### src/rtl/falafel_req_parser.sv
// Front-end request parser of the falafel allocator: decodes two-word host messages
// (header, payload) into config register writes, size-aligned alloc requests and free requests.

package falafel_pkg;

   localparam int unsigned BLOCK_ALIGNMENT  = 64;
   localparam int unsigned MIN_PAYLOAD_SIZE = 64;

   typedef enum logic [3:0] {
      REQ_ACCESS_REGISTER = 4'd0,
      REQ_ALLOC_MEM       = 4'd1,
      REQ_FREE_MEM        = 4'd2
   } req_opcode_e;

   localparam logic [15:0] CFG_ADDR_FREE_LIST_PTR = 16'h0010;
   localparam logic [15:0] CFG_ADDR_LOCK_PTR      = 16'h0018;
   localparam logic [15:0] CFG_ADDR_LOCK_ID       = 16'h0020;

   typedef struct packed {
      logic [63:0] free_list_ptr;
      logic [63:0] lock_ptr;
      logic [63:0] lock_id;
   } config_regs_t;

   typedef struct packed {
      logic [7:0]  id;
      logic [63:0] size;
   } alloc_entry_t;

endpackage

module falafel_req_parser
   import falafel_pkg::*;
#(
   parameter int unsigned ALIGNMENT   = BLOCK_ALIGNMENT,
   parameter int unsigned MIN_PAYLOAD = MIN_PAYLOAD_SIZE
) (
   input  logic         clk_i,
   input  logic         rst_ni,
   input  logic         in_valid_i,
   output logic         in_ready_o,
   input  logic [63:0]  in_data_i,
   output config_regs_t cfg_regs_o,
   output logic         alloc_valid_o,
   input  logic         alloc_ready_i,
   output alloc_entry_t alloc_entry_o,
   output logic         free_valid_o,
   input  logic         free_ready_i,
   output logic [63:0]  free_ptr_o,
   output logic [7:0]   free_id_o,
   output logic         err_o
);

   typedef enum logic [1:0] {
      S_HDR,
      S_PAY,
      S_EMIT
   } state_e;

   localparam logic [63:0] ALIGN_MASK = 64'(ALIGNMENT - 1);
   localparam logic [63:0] MIN_SIZE   = 64'(MIN_PAYLOAD);

   state_e      state;
   req_opcode_e hdr_opcode;
   logic [7:0]  hdr_id;
   logic [15:0] hdr_addr;
   logic        in_fire;
   logic        out_fire;
   logic [63:0] size_min;
   logic [63:0] size_aligned;

   // Ready depends on the state register only, so there is no combinational in->out path.
   assign in_ready_o = (state != S_EMIT);
   assign in_fire    = in_valid_i & in_ready_o;
   assign out_fire   = (alloc_valid_o & alloc_ready_i) | (free_valid_o & free_ready_i);

   always_comb begin
      // NOTE: every variable assigned in always_comb gets a value on all paths, so no latch is inferred.
      size_min     = in_data_i;
      size_aligned = '0;
      if (in_data_i < MIN_SIZE) size_min = MIN_SIZE;
      // Modulo-2^64 round-up: sizes near the top of the range wrap to 0 on purpose.
      size_aligned = (size_min + ALIGN_MASK) & ~ALIGN_MASK;
   end

   // NOTE: sequential state uses non-blocking assignments so every flop samples pre-edge values.
   always_ff @(posedge clk_i or negedge rst_ni) begin
      if (!rst_ni) begin
         state         <= S_HDR;
         hdr_opcode    <= REQ_ACCESS_REGISTER;
         hdr_id        <= '0;
         hdr_addr      <= '0;
         cfg_regs_o    <= '0;
         alloc_valid_o <= 1'b0;
         alloc_entry_o <= '0;
         free_valid_o  <= 1'b0;
         free_ptr_o    <= '0;
         free_id_o     <= '0;
         err_o         <= 1'b0;
      end else begin
         err_o <= 1'b0;
         case (state)
            S_HDR: begin
               if (in_fire) begin
                  hdr_opcode <= req_opcode_e'(in_data_i[3:0]);
                  hdr_id     <= in_data_i[11:4];
                  hdr_addr   <= in_data_i[27:12];
                  state      <= S_PAY;
               end
            end
            S_PAY: begin
               if (in_fire) begin
                  state <= S_HDR;
                  case (hdr_opcode)
                     REQ_ACCESS_REGISTER: begin
                        case (hdr_addr)
                           CFG_ADDR_FREE_LIST_PTR: cfg_regs_o.free_list_ptr <= in_data_i;
                           CFG_ADDR_LOCK_PTR:      cfg_regs_o.lock_ptr      <= in_data_i;
                           CFG_ADDR_LOCK_ID:       cfg_regs_o.lock_id       <= in_data_i;
                           default:                err_o                    <= 1'b1;
                        endcase
                     end
                     REQ_ALLOC_MEM: begin
                        alloc_entry_o.id   <= hdr_id;
                        alloc_entry_o.size <= size_aligned;
                        alloc_valid_o      <= 1'b1;
                        state              <= S_EMIT;
                     end
                     REQ_FREE_MEM: begin
                        free_ptr_o   <= in_data_i;
                        free_id_o    <= hdr_id;
                        free_valid_o <= 1'b1;
                        state        <= S_EMIT;
                     end
                     default: err_o <= 1'b1;
                  endcase
               end
            end
            S_EMIT: begin
               // Data outputs keep their last value; only the valids drop after the handshake.
               if (out_fire) begin
                  alloc_valid_o <= 1'b0;
                  free_valid_o  <= 1'b0;
                  state         <= S_HDR;
               end
            end
            default: state <= S_HDR;
         endcase
      end
   end

endmodule
### config.mk
export PLATFORM = sky130hd
export DESIGN_NAME = falafel_req_parser
export DESIGN_NICKNAME = d
export VERILOG_FILES = /design/src/rtl/falafel_req_parser.sv
export SDC_FILE = /design/constraint.sdc
export NUM_CORES = 1
export LEC_CHECK = 0
export ABC_AREA = 1
export BUFFER_PORTS_ARGS = -buffer_cell sky130_fd_sc_hd__buf_2
export CAP_MARGIN = 20
export CORE_MARGIN = 4
export CORE_UTILIZATION = 53
export DETAILED_ROUTE_END_ITERATION = 8
export PLACE_DENSITY = 0.8
export SETUP_SLACK_MARGIN = 0.05
export SLEW_MARGIN = 5
export SYNTH_ARGS = -nofsm -noshare
export SYNTH_HDL_FRONTEND = slang
export SYNTH_SLANG_ARGS = --single-unit
### constraint.sdc
create_clock -name clk_i -period 2.3 [get_ports clk_i]
set_input_delay 0.115 -clock clk_i [delete_from_list [all_inputs] [get_ports clk_i]]
set_output_delay 0.115 -clock clk_i [all_outputs]
set_load 0.02 [all_outputs]
Word level (Yosys, flattened, before mapping)
Index checks and enable logic that the tools add are counted.
{"block": "op_classes", "add_sub_neg": 1, "mul": 0, "div": 0, "order_cmp": 1, "n_eq_ne": 13, "shift": 0, "mux": 17, "bitwise": 4, "n_reduce_logical": 14}
{"operator": "$add 64x6->64 const B", "n": 1}
{"operator": "$lt 64x7->1 const B", "n": 1}
{"operator": "$mux 64", "n": 1}
{"operator": "$eq 16x5->1 const B", "n": 2}
{"operator": "$reduce_and 4->1", "n": 5}
{"operator": "$eq 16x6->1 const B", "n": 1}
{"operator": "$reduce_and 3->1", "n": 3}
{"operator": "$mux 1", "n": 8}
{"operator": "$mux 2", "n": 4}
{"operator": "$ne 2x2->1 const B", "n": 4}
{"operator": "$pmux 1 s2", "n": 3}
{"operator": "$pmux 2 s3", "n": 1}
{"operator": "$eq 4x1->1 const B", "n": 1}
{"operator": "$eq 4x2->1 const B", "n": 1}
{"operator": "$logic_not 4->1", "n": 1}
{"operator": "$ne 2x1->1 const B", "n": 2}
{"operator": "$and 1x1->1", "n": 3}
{"operator": "$reduce_or 3->1", "n": 1}
{"operator": "$eq 2x1->1 const B", "n": 1}
{"operator": "$eq 2x2->1 const B", "n": 1}
{"operator": "$logic_not 2->1", "n": 1}
{"operator": "$reduce_and 2->1", "n": 1}
{"operator": "$reduce_bool 2->1", "n": 1}
{"operator": "$reduce_or 2->1", "n": 1}
{"operator": "$or 1x1->1", "n": 1}
{"block": "totals", "ff_bits": 363, "latchBits": 0, "ramBits": 0, "rom_bits": 0, "input_bits": 69, "out_inout_bits": 340, "elab_cells": 64, "memories": 0}

Logic depth before layout (Yosys ltp)
{"block": "logic_depth", "ltp_word": 6, "depth_mapped": 16, "mapped_depth_nobuf": 15}

Least setup slack after synthesis
OpenSTA, ideal clock, no wires.
{"block": "synth_path", "kind": "flip-flop to flip-flop", "start": "reg hdr_addr[8]", "end": "reg cfg_regs_o[125] (netlist bit)", "setup_time_ps": 118, "t_arrival_ps": 1755, "t_required_ps": 2182, "path_slack_ps": 427, "path_stages_with_launch": 10, "n_path_buf": 2, "synth_period_minus_slack_ps": 1873, "path_cell_list": "dfrtp_1 > or2_1 > nor4_4 > nand4_1 > nor4_2 > buf_2 > buf_4 > nor2_1 > a21oi_1 > inv_1"}
{"block": "synth_between", "elab_chain_cells": 2}
{"item": "start, declared", "line_no": "66", "source": "logic [15:0] hdr_addr;"}
{"item": "start signal, assigned", "line_no": "107", "source": "hdr_addr <= in_data_i[27:12];"}
{"item": "$eq 16x5->1", "line_no": "116", "source": "case (hdr_addr)"}
{"item": "$reduce_and 4->1 (no line)"}
{"item": "end, declared", "line_no": "43", "source": "output config_regs_t cfg_regs_o,"}
No other way between the ends.
A chain may end at the register's enable or synchronous reset.

Worst setup path in the final report
{"block": "layout_path", "start": "reg hdr_addr[11]", "end": "reg cfg_regs_o[70] (netlist bit)"}
Same word-level chain as after synthesis.

==> flow_summary.toml <==
[run_status]
outcome = "finished, violations left"
violations = "design-rule violations"

[setup_path]
start_kind = "flop"
critPathCaptureType = "flop"
path_class = "flop to flop"
cp.required_ps = 2700
crit_fanout = 7
critPathArrivalTime_ps = 2680

[min_path]
hold_class = "primary input to flop"

[floorplan]
initial_utilization_pct = 54.0
core_area_um2 = 28900
fp.dieH_um = 179
dieWidth_um = 179
die-area_um2 = 32200
rows = 62
ios = 409

[clocking]
clk_latency_ps = 530
cts_sinks = 363
clk_pin_slew_ps = 60
cts.path.max_buffers = 3
numCtsBuffers = 38
htreeDepth = 2
clockRootBuffer = "clkbuf_16"
cts_tree = "yes"

[synthesis]
synthTopCellsByArea = "dfrtp_1, nand2_1, o21ai_0"
avgSynthCellArea_um2 = 8.30
synth_ff_type = "dfrtp_1"
synth_top_cells_by_count = "nand2_1, dfrtp_1, inv_1"
synthCells = 1877
synth.top_cell.area_share_pct = 58.3
synth-seq-area-share_pct = 58.3
synth.ff_latch_count = 363
syn_area_um2 = 15600
yosysTopAreaCell = "dfrtp_1"
async_reset_ff_share_pct = 100
synth_edf_count = 0
synthDistinctLibCells = 30
ys_warn_count = 0
yosysMostFrequentCell = "nand2_1"

[drt]
drc = 1
via_count = 15434
drtIter0Drc = 1632
post_drt_wl_per_cell_um = 20.3
routed_wl_mm = 56.8
ant_nets = 0
viasPerCell = 5.51
firstDrtPassIters = 8

[power]
peakVddDrop_mv = 0.721
power.leakage_uw = 0.0110
p_total_uw = 19800
p_per_area_nw_per_um2 = 959

[grt]
grt.total_usage_pct = 34.1
grt_overflow_total = 0
grt_pass1_vias = 15244
grt_max_degree = 129
antenna_found_initial = 4
grt_pass1_wl_mm = 88.1

[timing]
relSlewSlack_pct = 38.4
max_freq_mhz = 440
layout_setup_ws_ps = 28.2
finalCritPeriodShare_pct = 98.8
hold_ws_ps = 12.7
fin_worst_skew_ps = 12.9
finalSetupViolCount = 0
final_hold_viol_count = 0
worst_pin_slew_ps = 921
rsz0062_at_grt = "true"
final-max-slew-violation-count = 0
fin_crit_ps = 2270
finalSetupTns_ps = 0

[layout]
fillers = 2195
finalNetCount = 2458
final_util_pct = 71.6
areaGrowthSynthToFinish_pct = 32.5
multiInputGateArea_um2 = 5220
drive_above_1_share_pct = 23.6
regArea_um2 = 9080

[place]
port_buffers = 402
hpwl_mm = 39.1
post-place-ws_ps = -122
gp_congestion = 0.949

[flow_run]
max_cap_violations = 0
[where the power goes]
group	leakage (µW)	internal [µW]	switching, µW	total (µW)
Clock	0.000633	3790	2540	6340
Sequential	0.00453	7630	775	8410
Combinational	0.00582	1590	3470	5060
[final timing paths]
check	slack, ps	end	start	cells past startpoint
max in group asynchronous	1310	cfg_regs_o[144]	rst_ni	3
worst min-delay path	10	cfg_regs_o[176]	in_data_i[48]	3
min in group asynchronous	150	free_ptr_o[62]	rst_ni	2
worst max register to register	30	cfg_regs_o[70]	hdr_addr[11]	10
worst max-delay path	30	cfg_regs_o[70]	hdr_addr[11]	10
worst min register to register	480	cfg_regs_o[188]	cfg_regs_o[188]	2
[layout by cell type (no fill, tap or decap), drive strengths merged, types with 2 or more instances in the layout]
cell type      n
nand2        509
nor2         172
nand3         80
buf          489
dfrtp        363
inv          254
bufinv         3
xor2           4
nand4         32
a31oi          8
nand3b         2
nor3          22
o21ai        249
a21oi         66
conb           6
clkinv         7
nor4          19
clkbuf        59
dlygate4sd3   64
[cell type report]
class / instances / share of cell area (%)
repair buffers: 558 / 17.6
clock inverters: 11 / 0.642
multi-input cells: 1174 / 25.3
flip-flops and latches: 363 / 44.0
diodes: 1 / 0.0121
clock buffers: 54 / 5.54
inverters: 254 / 4.62
well taps: 384 / 2.33
[worst max-delay path, cell delays in order (launching register included)]
cell and delay, ps:
dfrtp_1 380, or2_1 270, nor4_4 290, nand4_1 230
nor4_4 200, buf_6 190, buf_12 150, buf_12 130
nor2_1 40, a21oi_1 190, inv_1 90
[kinds of logic after synthesis]
family	synth area share [%]
DFF	58.3
AOI/OAI and AO/OA	10.6
and+or+nand+nor	22.1
other	0.0241
xor gates and xnor gates	0.225
buffers and inverters	8.76
[registers in the layout (all words and copies together), names as in the netlist, 2 cells and up]
| name | flops |
|---|---|
| hdr_opcode | 4 |
| free_id_o | 8 |
| alloc_entry_o | 66 |
| free_ptr_o | 64 |
| state | 2 |
| hdr_addr | 16 |
| hdr_id | 8 |
| cfg_regs_o | 192 |
[layer usage]
layer | wire length (µm) | up-vias | share of wire (%) | global-route usage (%)
met5 | 37 | - | 0.065 | 0
met4 | 2600 | 6 | 4.6 | 13.5
met3 | 5870 | 165 | 10 | 9.80
met2 | 26800 | 900 | 47 | 55.2
met1 | 21400 | 7416 | 38 | 43.6
li1 | - | 6947 | - | -
[metrics by stage]
step / instance area, µm² / cells
global placement: 18400 / 2655
detailed placement: 18400 / 2655
CTS: 20400 / 2787
floorplan: 15600 / 1882
finish: 20600 / 2799
global route: 20600 / 2799
[what timing repair did]
action / in CTS / in global routing
endpoints found under the setup margin: 64 / 122
setup buffers: 2 / 7
gates resized for setup: 1 / 13
cloned: 1 / 5
pin swaps: 3 / 4
endpoints found under the hold margin: 142 / 0
hold buffers: 64 / 0
No activity file was read; power rests on OpenSTA's default activity.
